--- config.mk ---
export PLATFORM = sky130hd
export DESIGN_NAME = mem_stage
export DESIGN_NICKNAME = d
export VERILOG_FILES = /design/src/rtl/mem_stage_pkg.sv /design/src/rtl/mem_stage_load_align.sv /design/src/rtl/mem_stage.sv
export SDC_FILE = /design/constraint.sdc
export NUM_CORES = 1
export LEC_CHECK = 0
export ABC_AREA = 1
export BUFFER_PORTS_ARGS = -buffer_cell sky130_fd_sc_hd__buf_2
export CORE_AREA = 3 3 140 142
export CTS_CLUSTER_DIAMETER = 80
export CTS_CLUSTER_SIZE = 40
export DETAILED_ROUTE_END_ITERATION = 7
export DIE_AREA = 0 0 143 145
export GPL_ROUTABILITY_DRIVEN = 1
export PLACE_DENSITY = 0.85
export SETUP_SLACK_MARGIN = 0.3
export SYNTH_ARGS = -nofsm -noshare
export SYNTH_HDL_FRONTEND = slang
export SYNTH_SLANG_ARGS = --single-unit
--- constraint.sdc ---
create_clock -name clk -period 2.6 [get_ports clk]
set_input_delay 0.52 -clock clk [delete_from_list [all_inputs] [get_ports clk]]
set_output_delay 0.52 -clock clk [all_outputs]
set_load 0.03 [all_outputs]
--- src/rtl/mem_stage_pkg.sv ---
// Shared definitions for the memory stage: bus widths, load types,
// response-tracking states and the EX->MS / MS->WB bus payloads.
package mem_stage_pkg;

  localparam int unsigned ES_TO_MS_BUS_WD = 160;
  localparam int unsigned MS_TO_WS_BUS_WD = 124;

  typedef enum logic [2:0] {
    LD_NONE = 3'd0,
    LD_LB   = 3'd1,
    LD_LBU  = 3'd2,
    LD_LH   = 3'd3,
    LD_LHU  = 3'd4,
    LD_LW   = 3'd5,
    LD_LWL  = 3'd6,
    LD_LWR  = 3'd7
  } ld_type_e;

  typedef enum logic [1:0] {
    RSP_IDLE = 2'd0,
    RSP_WAIT = 2'd1,
    RSP_HAVE = 2'd2,
    RSP_DROP = 2'd3
  } rsp_st_e;

  // EX -> MS bundle, MSB first
  typedef struct packed {
    logic [4:0]  excode;
    logic [31:0] badvaddr;
    logic [7:0]  cp0_addr;
    logic        ex;
    logic        bd;
    logic        eret;
    logic        syscall;
    logic        mfc0;
    logic        mtc0;
    logic        mem_req;
    ld_type_e    ld_type;
    logic [31:0] rt_old;
    logic [3:0]  gr_strb;
    logic [4:0]  dest;
    logic [31:0] result;
    logic [31:0] pc;
  } es_to_ms_t;

  // MS -> WB bundle, MSB first
  typedef struct packed {
    logic [4:0]  excode;
    logic [31:0] badvaddr;
    logic [7:0]  cp0_addr;
    logic        ex;
    logic        bd;
    logic        eret;
    logic        syscall;
    logic        mfc0;
    logic        mtc0;
    logic [3:0]  gr_strb;
    logic [4:0]  dest;
    logic [31:0] final_result;
    logic [31:0] pc;
  } ms_to_ws_t;

endpackage

--- src/rtl/mem_stage_load_align.sv ---
// Load data alignment/extension and GPR byte strobe generation.
// MS_LWLR_EN: when defined, LWL/LWR merge with rt_old; otherwise they act as LW.
module mem_stage_load_align
  import mem_stage_pkg::*;
(
  input  ld_type_e    ld_type,
  input  logic [1:0]  addr,
  input  logic [31:0] rdata,
  input  logic [31:0] rt_old,
  output logic [31:0] data,
  output logic [3:0]  strb
);

  logic [7:0]  byte_sel;
  logic [15:0] half_sel;

  // Select the addressed byte and halfword
  always_comb begin
    byte_sel = rdata[7:0];
    case (addr)
      2'd1:    byte_sel = rdata[15:8];
      2'd2:    byte_sel = rdata[23:16];
      2'd3:    byte_sel = rdata[31:24];
      default: byte_sel = rdata[7:0];
    endcase
    half_sel = addr[1] ? rdata[31:16] : rdata[15:0];
  end

  // Extend or merge according to the load type
  always_comb begin
    data = rdata;
    strb = 4'b1111;
    case (ld_type)
      LD_LB:  data = {{24{byte_sel[7]}}, byte_sel};
      LD_LBU: data = {24'd0, byte_sel};
      LD_LH:  data = {{16{half_sel[15]}}, half_sel};
      LD_LHU: data = {16'd0, half_sel};
`ifdef MS_LWLR_EN
      LD_LWL: begin
        case (addr)
          2'd0:    begin data = {rdata[7:0],  rt_old[23:0]}; strb = 4'b1000; end
          2'd1:    begin data = {rdata[15:0], rt_old[15:0]}; strb = 4'b1100; end
          2'd2:    begin data = {rdata[23:0], rt_old[7:0]};  strb = 4'b1110; end
          default: begin data = rdata;                       strb = 4'b1111; end
        endcase
      end
      LD_LWR: begin
        case (addr)
          2'd1:    begin data = {rt_old[31:24], rdata[31:8]};  strb = 4'b0111; end
          2'd2:    begin data = {rt_old[31:16], rdata[31:16]}; strb = 4'b0011; end
          2'd3:    begin data = {rt_old[31:8],  rdata[31:24]}; strb = 4'b0001; end
          default: begin data = rdata;                         strb = 4'b1111; end
        endcase
      end
`endif
      default: ;
    endcase
  end

`ifndef MS_LWLR_EN
  logic unused_rt_old;
  assign unused_rt_old = ^rt_old;
`endif

endmodule

--- src/rtl/mem_stage.sv ---
// MIPS pipeline memory stage: holds the EX bundle, tracks the data SRAM
// response of its load, aligns load data and forwards the bundle to WB.
// MS_LWLR_EN: enables LWL/LWR merging in the load aligner.
module mem_stage
  import mem_stage_pkg::*;
(
  input  logic                        clk,
  input  logic                        reset,
  input  logic                        ws_allowin,
  output logic                        ms_allowin,
  input  logic                        es_to_ms_valid,
  input  logic [ES_TO_MS_BUS_WD-1:0]  es_to_ms_bus,
  output logic                        ms_to_ws_valid,
  output logic [MS_TO_WS_BUS_WD-1:0]  ms_to_ws_bus,
  input  logic                        data_sram_data_ok,
  input  logic [31:0]                 data_sram_rdata,
  input  logic                        ws_ex,
  input  logic                        ws_eret,
  output logic                        ms_fwd_valid,
  output logic [4:0]                  ms_fwd_dest,
  output logic [31:0]                 ms_fwd_data,
  output logic                        ms_fwd_block,
  output logic                        ms_ex_o
);

  es_to_ms_t   es_in;
  es_to_ms_t   es_r;
  ms_to_ws_t   ws;
  logic        ms_valid;
  rsp_st_e     rsp_st;
  rsp_st_e     rsp_nxt;
  logic [31:0] rdata_buf;
  logic [31:0] rdata_sel;
  logic [31:0] al_data;
  logic [3:0]  al_strb;
  logic        flush;
  logic        ms_ready_go;
  logic        capture;
  logic        new_wait;
  logic        held_wait;

  assign es_in       = es_to_ms_t'(es_to_ms_bus);
  assign flush       = ws_ex | ws_eret;
  assign ms_ready_go = !es_r.mem_req || es_r.ex || (rsp_st == RSP_HAVE) ||
                       ((rsp_st == RSP_WAIT) && data_sram_data_ok);
  assign ms_allowin  = !ms_valid || (ms_ready_go && ws_allowin);
  assign capture     = ms_allowin && es_to_ms_valid && !flush;
  assign new_wait    = capture && es_in.mem_req && !es_in.ex;
  assign held_wait   = ms_valid && !flush && es_r.mem_req && !es_r.ex;

  // Pipeline register; a flush kills the held bundle and blocks capture
  always_ff @(posedge clk) begin
    if (reset) begin
      ms_valid <= 1'b0;
      es_r     <= '0;
    end else if (flush) begin
      ms_valid <= 1'b0;
    end else if (ms_allowin) begin
      ms_valid <= es_to_ms_valid;
      if (es_to_ms_valid) es_r <= es_in;
    end
  end

  // Response tracking state register
  always_ff @(posedge clk) begin
    if (reset) rsp_st <= RSP_IDLE;
    else       rsp_st <= rsp_nxt;
  end

  // Response tracking next state
  always_comb begin
    rsp_nxt = rsp_st;
    case (rsp_st)
      RSP_IDLE: if (new_wait) rsp_nxt = RSP_WAIT;
      RSP_WAIT: begin
        if (flush)                  rsp_nxt = data_sram_data_ok ? RSP_IDLE : RSP_DROP;
        else if (data_sram_data_ok) rsp_nxt = !ws_allowin ? RSP_HAVE :
                                              (new_wait ? RSP_WAIT : RSP_IDLE);
      end
      RSP_HAVE: begin
        if (flush)           rsp_nxt = RSP_IDLE;
        else if (ws_allowin) rsp_nxt = new_wait ? RSP_WAIT : RSP_IDLE;
      end
      RSP_DROP: begin
        if (data_sram_data_ok) rsp_nxt = (new_wait || held_wait) ? RSP_WAIT : RSP_IDLE;
      end
      default: rsp_nxt = RSP_IDLE;
    endcase
  end

  // Hold the load response while WB is stalled
  always_ff @(posedge clk) begin
    if (reset)                                          rdata_buf <= '0;
    else if ((rsp_st == RSP_WAIT) && data_sram_data_ok) rdata_buf <= data_sram_rdata;
  end

  assign rdata_sel = (rsp_st == RSP_HAVE) ? rdata_buf : data_sram_rdata;

  mem_stage_load_align u_align (
    .ld_type (es_r.ld_type),
    .addr    (es_r.result[1:0]),
    .rdata   (rdata_sel),
    .rt_old  (es_r.rt_old),
    .data    (al_data),
    .strb    (al_strb)
  );

  // Build the WB bundle
  always_comb begin
    ws              = '0;
    ws.excode       = es_r.excode;
    ws.badvaddr     = es_r.badvaddr;
    ws.cp0_addr     = es_r.cp0_addr;
    ws.ex           = es_r.ex;
    ws.bd           = es_r.bd;
    ws.eret         = es_r.eret;
    ws.syscall      = es_r.syscall;
    ws.mfc0         = es_r.mfc0;
    ws.mtc0         = es_r.mtc0;
    ws.dest         = es_r.dest;
    ws.pc           = es_r.pc;
    ws.gr_strb      = es_r.gr_strb;
    ws.final_result = es_r.result;
    if (es_r.ex) begin
      ws.gr_strb = 4'b0000;
    end else if (es_r.ld_type != LD_NONE) begin
      ws.gr_strb      = al_strb;
      ws.final_result = al_data;
    end
  end

  assign ms_to_ws_bus   = ws;
  assign ms_to_ws_valid = ms_valid && ms_ready_go && !flush;

  assign ms_fwd_valid = ms_valid && (|es_r.gr_strb) && !es_r.ex;
  assign ms_fwd_dest  = ms_fwd_valid ? es_r.dest : 5'd0;
  assign ms_fwd_data  = ms_fwd_valid ? ws.final_result : 32'd0;
  assign ms_fwd_block = ms_fwd_valid &&
                        (es_r.mfc0 || ((es_r.ld_type != LD_NONE) && !ms_ready_go));
  assign ms_ex_o      = ms_valid && (es_r.ex || es_r.eret);

endmodule
---- Word-level counts from Yosys, hierarchy flattened ----
Cells that the tools add are included.
storage, ports and cells
  register bits ........................... 163
  input port bits ......................... 199
  output and inout bits ................... 166
  logic and storage cells ................. 90
operators by class
  equality and inequality tests ........... 14
  multiplexer cells ....................... 21
  bitwise operators ....................... 2
  reduce and logical (&&, ||, !) cells .... 35
operators with widths
  operator                                             count
  2-to-1 mux 32 bit                                    4
  one-hot mux 32 bit (4 select lines)                  1
  one-hot mux 8 bit (3 select lines)                   1
  logical AND 1 bit                                    16
  2-to-1 mux 16 bit                                    1
  2-to-1 mux 2 bit                                     8
  equality test 2 bit, second input constant           4
  2-to-1 mux 4 bit                                     2
  one-hot mux 2 bit (4 select lines)                   1
  logical OR 1 bit                                     7
  equality test 3 x 2 -> 1 bit, second input constant  2
  logical NOT 1 bit                                    6
  inequality test 3 bit, second input constant         2
  2-to-1 mux 5 bit                                     1
  equality test 2 x 1 -> 1 bit, second input constant  2
  inequality test 2 bit, second input constant         2
  AND reduction 4 bit                                  1
  OR reduction 4 bit                                   1
  equality test 3 x 1 -> 1 bit, second input constant  1
  equality test 3 bit, second input constant           1
  AND reduction 3 bit                                  1
  nonzero test 3 bit                                   1
  logical NOT 2 bit                                    1
  2-to-1 mux 1 bit                                     2
  other kinds (3)                                      3

---- Longest topological paths before layout ----
  depth in word-level cells ............... 15
  depth in mapped cells ................... 12
  mapped depth without buffers ............ 12

---- By module ----
From an unflattened synthesis, not the netlist that was laid out.
unflattened totals
  cell total of the unflattened synthesis .. 1396
  area, all modules ....................... 10259.8 um^2
by module, submodules not included
  module                times used  cells an instance  area each (um^2)  sequential area each (um^2)
  mem_stage             1           1194               8897.3            3903.7
  mem_stage_load_align  1           202                1362.6            0.0

---- Worst setup path after synthesis ----
No wires, ideal clock.
  path kind ............................... reg-to-output
  start point ............................. register es_r (netlist bit ms_to_ws_bus[78])
  end point ............................... output ms_fwd_data[13]
  arrival ................................. 2224 ps
  required time ........................... 2080 ps
  path slack .............................. -144 ps
  cell stages (with the launch flop) ...... 6
  buffers on the path ..................... 2
  path through ............................ dfxtp_1 -> buf_2 -> nor3_1 -> inv_2 -> clkbuf_1 -> a21oi_1
between the ends
  longest elaborated chain between the ends .. 3
ends and longest elaborated chain
  what                    line              source
  start, declared         mem_stage.sv:27   es_to_ms_t es_r;
  start signal, assigned  mem_stage.sv:60   if (es_to_ms_valid) es_r <= es_in;
  logical NOT 1 bit       mem_stage.sv:135  assign ms_fwd_valid = ms_valid && (|es_r.gr_strb) && !es_r.ex;
  logical AND 1 bit       mem_stage.sv:135
  named net ms_fwd_valid  mem_stage.sv:19   output logic ms_fwd_valid,
  2-to-1 mux 32 bit       mem_stage.sv:137  assign ms_fwd_data = ms_fwd_valid ? ws.final_result : 32'd0;
  end, declared           mem_stage.sv:21   output logic [31:0] ms_fwd_data,
The timed path passes the listed nets, and every way through them passes these cells.

---- Final worst setup path ----
  start point ............................. register es_r[107] (netlist bit)
  end point ............................... output ms_fwd_data[29]
between the ends
  longest elaborated chain between the ends .. 5
ends and longest elaborated chain
  what                                         line                        source
  equality test 3 bit (tied with other cells)  mem_stage_load_align.sv:33  case (ld_type)
  one-hot mux 32 bit (4 select lines)          mem_stage_load_align.sv:33
  2-to-1 mux 32 bit (*)                        mem_stage.sv:126            end else if (es_r.ld_type != LD_NONE) begin
  2-to-1 mux 32 bit (*)                        mem_stage.sv:124            if (es_r.ex) begin
  2-to-1 mux 32 bit (*)                        mem_stage.sv:137
Mark *: on every way between the ends. The rest lies on a longest branch, timed or not.

==> run metrics <==
drt wl/cell 18.62 um; root buffer cell clkbuf_16; max-slew violations 0; worst path bufs/invs 4; sequential share of power 0.381; maximum fanout along the worst path 8; Hold Vio Cnt, Final 0; Yosys reg bits 163; DRC violations left 1; Synth Area in Adders 0; Crit-path slowest cell dfxtp_4; Max Cap Viol 0; Syn-to-layout area delta 43.22%; Synth area leaders dfxtp_1 (38%), nand2_1 (20%), buf_4 (9.0%); xor and xnor area share after synthesis 0; die width about 140 um; total power 6.876 mW; simple-gate share of the synthesized area 0.3177; total CTS buffers 17; Clock Latency Late Sink 0.44 ns; worst slack, placed a little under 0.08 ns; P_sw 2.347 mW; Syn Inst Count 1,284; # port buffers 332; worst-path cell chain inv_6, nand3_4, nand2_4, buf_6, nor2_4, buf_12, nand2_1, nand2_1, nand3b_1, nand2_1, nor2_1, buf_4; die height 145 um; CP top delay family simple AND/OR/NAND/NOR gates; yosys warns 0; ys flop type dfxtp_1; Comb pwr share 0.251; largest family of logic cells by synthesized area simple AND/OR/NAND/NOR gates; Max VDD drop 451.8 uV; gpl congestion 0.8651; Worst Clk Skew roughly 0.019 ns; final setup fails between 40 and 50; Post-Syn Area 8543 um^2; register area share after synthesis 0.3820; leading area contributor after synthesis dfxtp_1; die area 20,740 um^2; core area 18,580 um^2; Total Routing Usage GR 0.2653; Reg area 3294 um^2; syn_area_per_cell 6.654 um^2; fin worst setup slack -0.1217 ns; DP HPWL around 19,000 um; H-tree lvl count 4; Vias 9,868; initial antenna violation count 7; Post-synth EDFFs 0; initial drt markers 1,058; post-layout min period 2.722 ns; layout cell share with drive strength beyond 1 0.4181; Max transition margin 0.5266; CP arrival 2.20 ns; Final Core Density 0.6585; antenna viol nets, final 0; worst hold path type in2reg; drt pass-1 iters 8; clk sinks roughly 160; Compound-Gate Fraction of Synth Area 0.1359; final period utilization 1.047; Site Rows 50; Yosys cell types 28; FMAX roughly 370 MHz; remaining global-route overflow 0; Clk pin slew, worst setup/hold paths 0.08 ns; Final Cell Area 12,240 um^2; critical path class reg2out; FILL cells 1,451; TritonCTS clock tree done; Worst EP required 2.08 ns; Net Sw Frac 0.3413; pwr/cell area 562.0 nW/um^2; post-synthesis mux area share 0; number of I/O pins around 370; largest net degree at the start of global routing 116; final WL 33,470 um; vias in the first global route roughly 9,000; asr flop ratio synth 0; Pint 4.529 mW; RSZ-0062 raised after global routing yes; Worst-Margin Slew 0.7102 ns; Clock power frac 0.368; fin nets 1,743; Setup TNS -2.278 ns; reg-to-reg setup timing slack 0.24 ns; placed cell area 9663 um^2; crit-path most repeated cell nand2_1; syn nets approximately 1,500; CP startpoint kind flop; Max clock buf depth 2; Initial Util 0.4598; multi-input logic area 4698 um^2; Yosys top cell area share 0.3820; Leak Pwr 5.523 nW; status finished, violations left; slowest stage delay, CP 0.42 ns; crit path capture type output port; violated checks DRC, setup timing; first-pass GRT wire length 44,520 um; Via density 5.488
==> power groups by stage <==
| stage | clock network (mW) | logic [mW] | registers, mW |
|---|---|---|---|
| floorplan | 0 | 0.862 | 2.66 |
| global placement | 0 | 1.19 | 2.66 |
| detailed placement | 0 | 1.20 | 2.67 |
| CTS | 2.54 | 1.44 | 2.61 |
| global route | 2.67 | 1.81 | 2.63 |
| finish | 2.53 | 1.72 | 2.62 |
==> registers in the layout (all words and copies together) (netlist names) <==
signal	flops
es_r	40
ms_to_ws_bus	88
ms_valid	1
rdata_buf	32
rsp_st	2
==> final timing paths <==
kind | start | to | depth (start not counted)
max | es_r[107] | ms_fwd_data[29] | 12
min | es_to_ms_bus[133] | ms_to_ws_bus[97] | 3
min reg2reg | ms_to_ws_bus[97] | ms_to_ws_bus[97] | 2
max reg2reg | rsp_st[0] | es_r[35] | 10
==> per-layer routing <==
layer  vias up  routed length [um]  share of wire  track usage
met3       199                3488           0.10      0.07119
met4         2                2072          0.062       0.1359
met2       685               16160           0.48       0.4363
met1      4433               11730           0.35       0.3147
li1       4549                   -              -            -
met5         -                  18        0.00054            0
==> per-stage QoR <==
step | hold slack [ns] | cells
floorplan | 0.4345 | 1284
global placement | 0.4459 | 1705
detailed placement | 0.4484 | 1705
CTS | 0.3129 | 1766
global route | 0.3121 | 1797
finish | 0.3183 | 1798
==> cell families (layout without fill, tap and decap cells) <==
logic type,count (synthesis),in the layout
flops,163,163
other cells,0,7
compound gates,211,211
buf+inv,255,524
simple gates,655,659
==> layout make-up <==
class / count / share of cell area
well taps: 234 / 0.02393
flip-flops and latches: 163 / 0.2693
inverters: 84 / 0.02843
clock buffers: 17 / 0.03477
diodes: 7 / 0.001432
clock inverters: 15 / 0.01248
repair buffers: 408 / 0.2457
multi-input cells: 870 / 0.3840
==> synthesized netlist by cell type, drive strengths merged (16+ instances only) <==
master,n
nor2,95
nand3b,16
a211oi,38
nand2,455
dfxtp,163
or2,16
buf,138
inv,84
o21ai,30
clkbuf,33
nand3,48
nand4,20
a21oi,140
==> worst reg2reg max path, stage by stage (launching register included) <==
cell and delay [ns]:
dfxtp_4 0.39, inv_4 0.06, nand2_8 0.08, buf_8 0.19, nand3_2 0.13, nand2_1 0.09
nand2_2 0.09, nand2_4 0.10, buf_8 0.49, nor2_1 0.22, a211oi_1 0.38
==> cell usage in the layout (no fill, tap or decap), types with 3 or more instances in the layout <==
cell | Yosys | routed
nand2_1 | 450 | 366
buf_2 | 28 | 263
dfxtp_1 | 163 | 150
a21oi_1 | 140 | 130
nand2_2 | 4 | 73
nor2_1 | 93 | 67
inv_1 | 78 | 61
buf_6 | 4 | 61
buf_4 | 102 | 57
a211oi_1 | 38 | 38
nand3_1 | 46 | 26
clkbuf_16 | 0 | 25
nand4_1 | 20 | 20
nand3b_1 | 16 | 16
nor2_4 | 1 | 14
inv_2 | 6 | 14
nand3_2 | 2 | 14
nor2_2 | 1 | 14
nand2_4 | 1 | 13
o21ai_1 | 0 | 13
a21oi_2 | 0 | 10
nand3_4 | 0 | 9
inv_8 | 0 | 8
diode_2 | 0 | 7
or2_1 | 7 | 7
o21ai_0 | 30 | 7
dfxtp_2 | 0 | 7
buf_12 | 0 | 7
inv_6 | 0 | 6
nand2_8 | 0 | 6
or2_2 | 9 | 6
o21ai_2 | 0 | 6
dfxtp_4 | 0 | 6
buf_8 | 0 | 6
buf_16 | 0 | 5
inv_4 | 0 | 4
o21ai_4 | 0 | 4
or2_4 | 0 | 3
==> timing repair <==
action,CTS,global route
hold buffers,0,0
pin swaps,27,66
gates resized for setup,205,235
gates cloned,11,11
setup buffers,18,14
setup endpoints to repair,164,164
(Power assumes the default switching activity.)
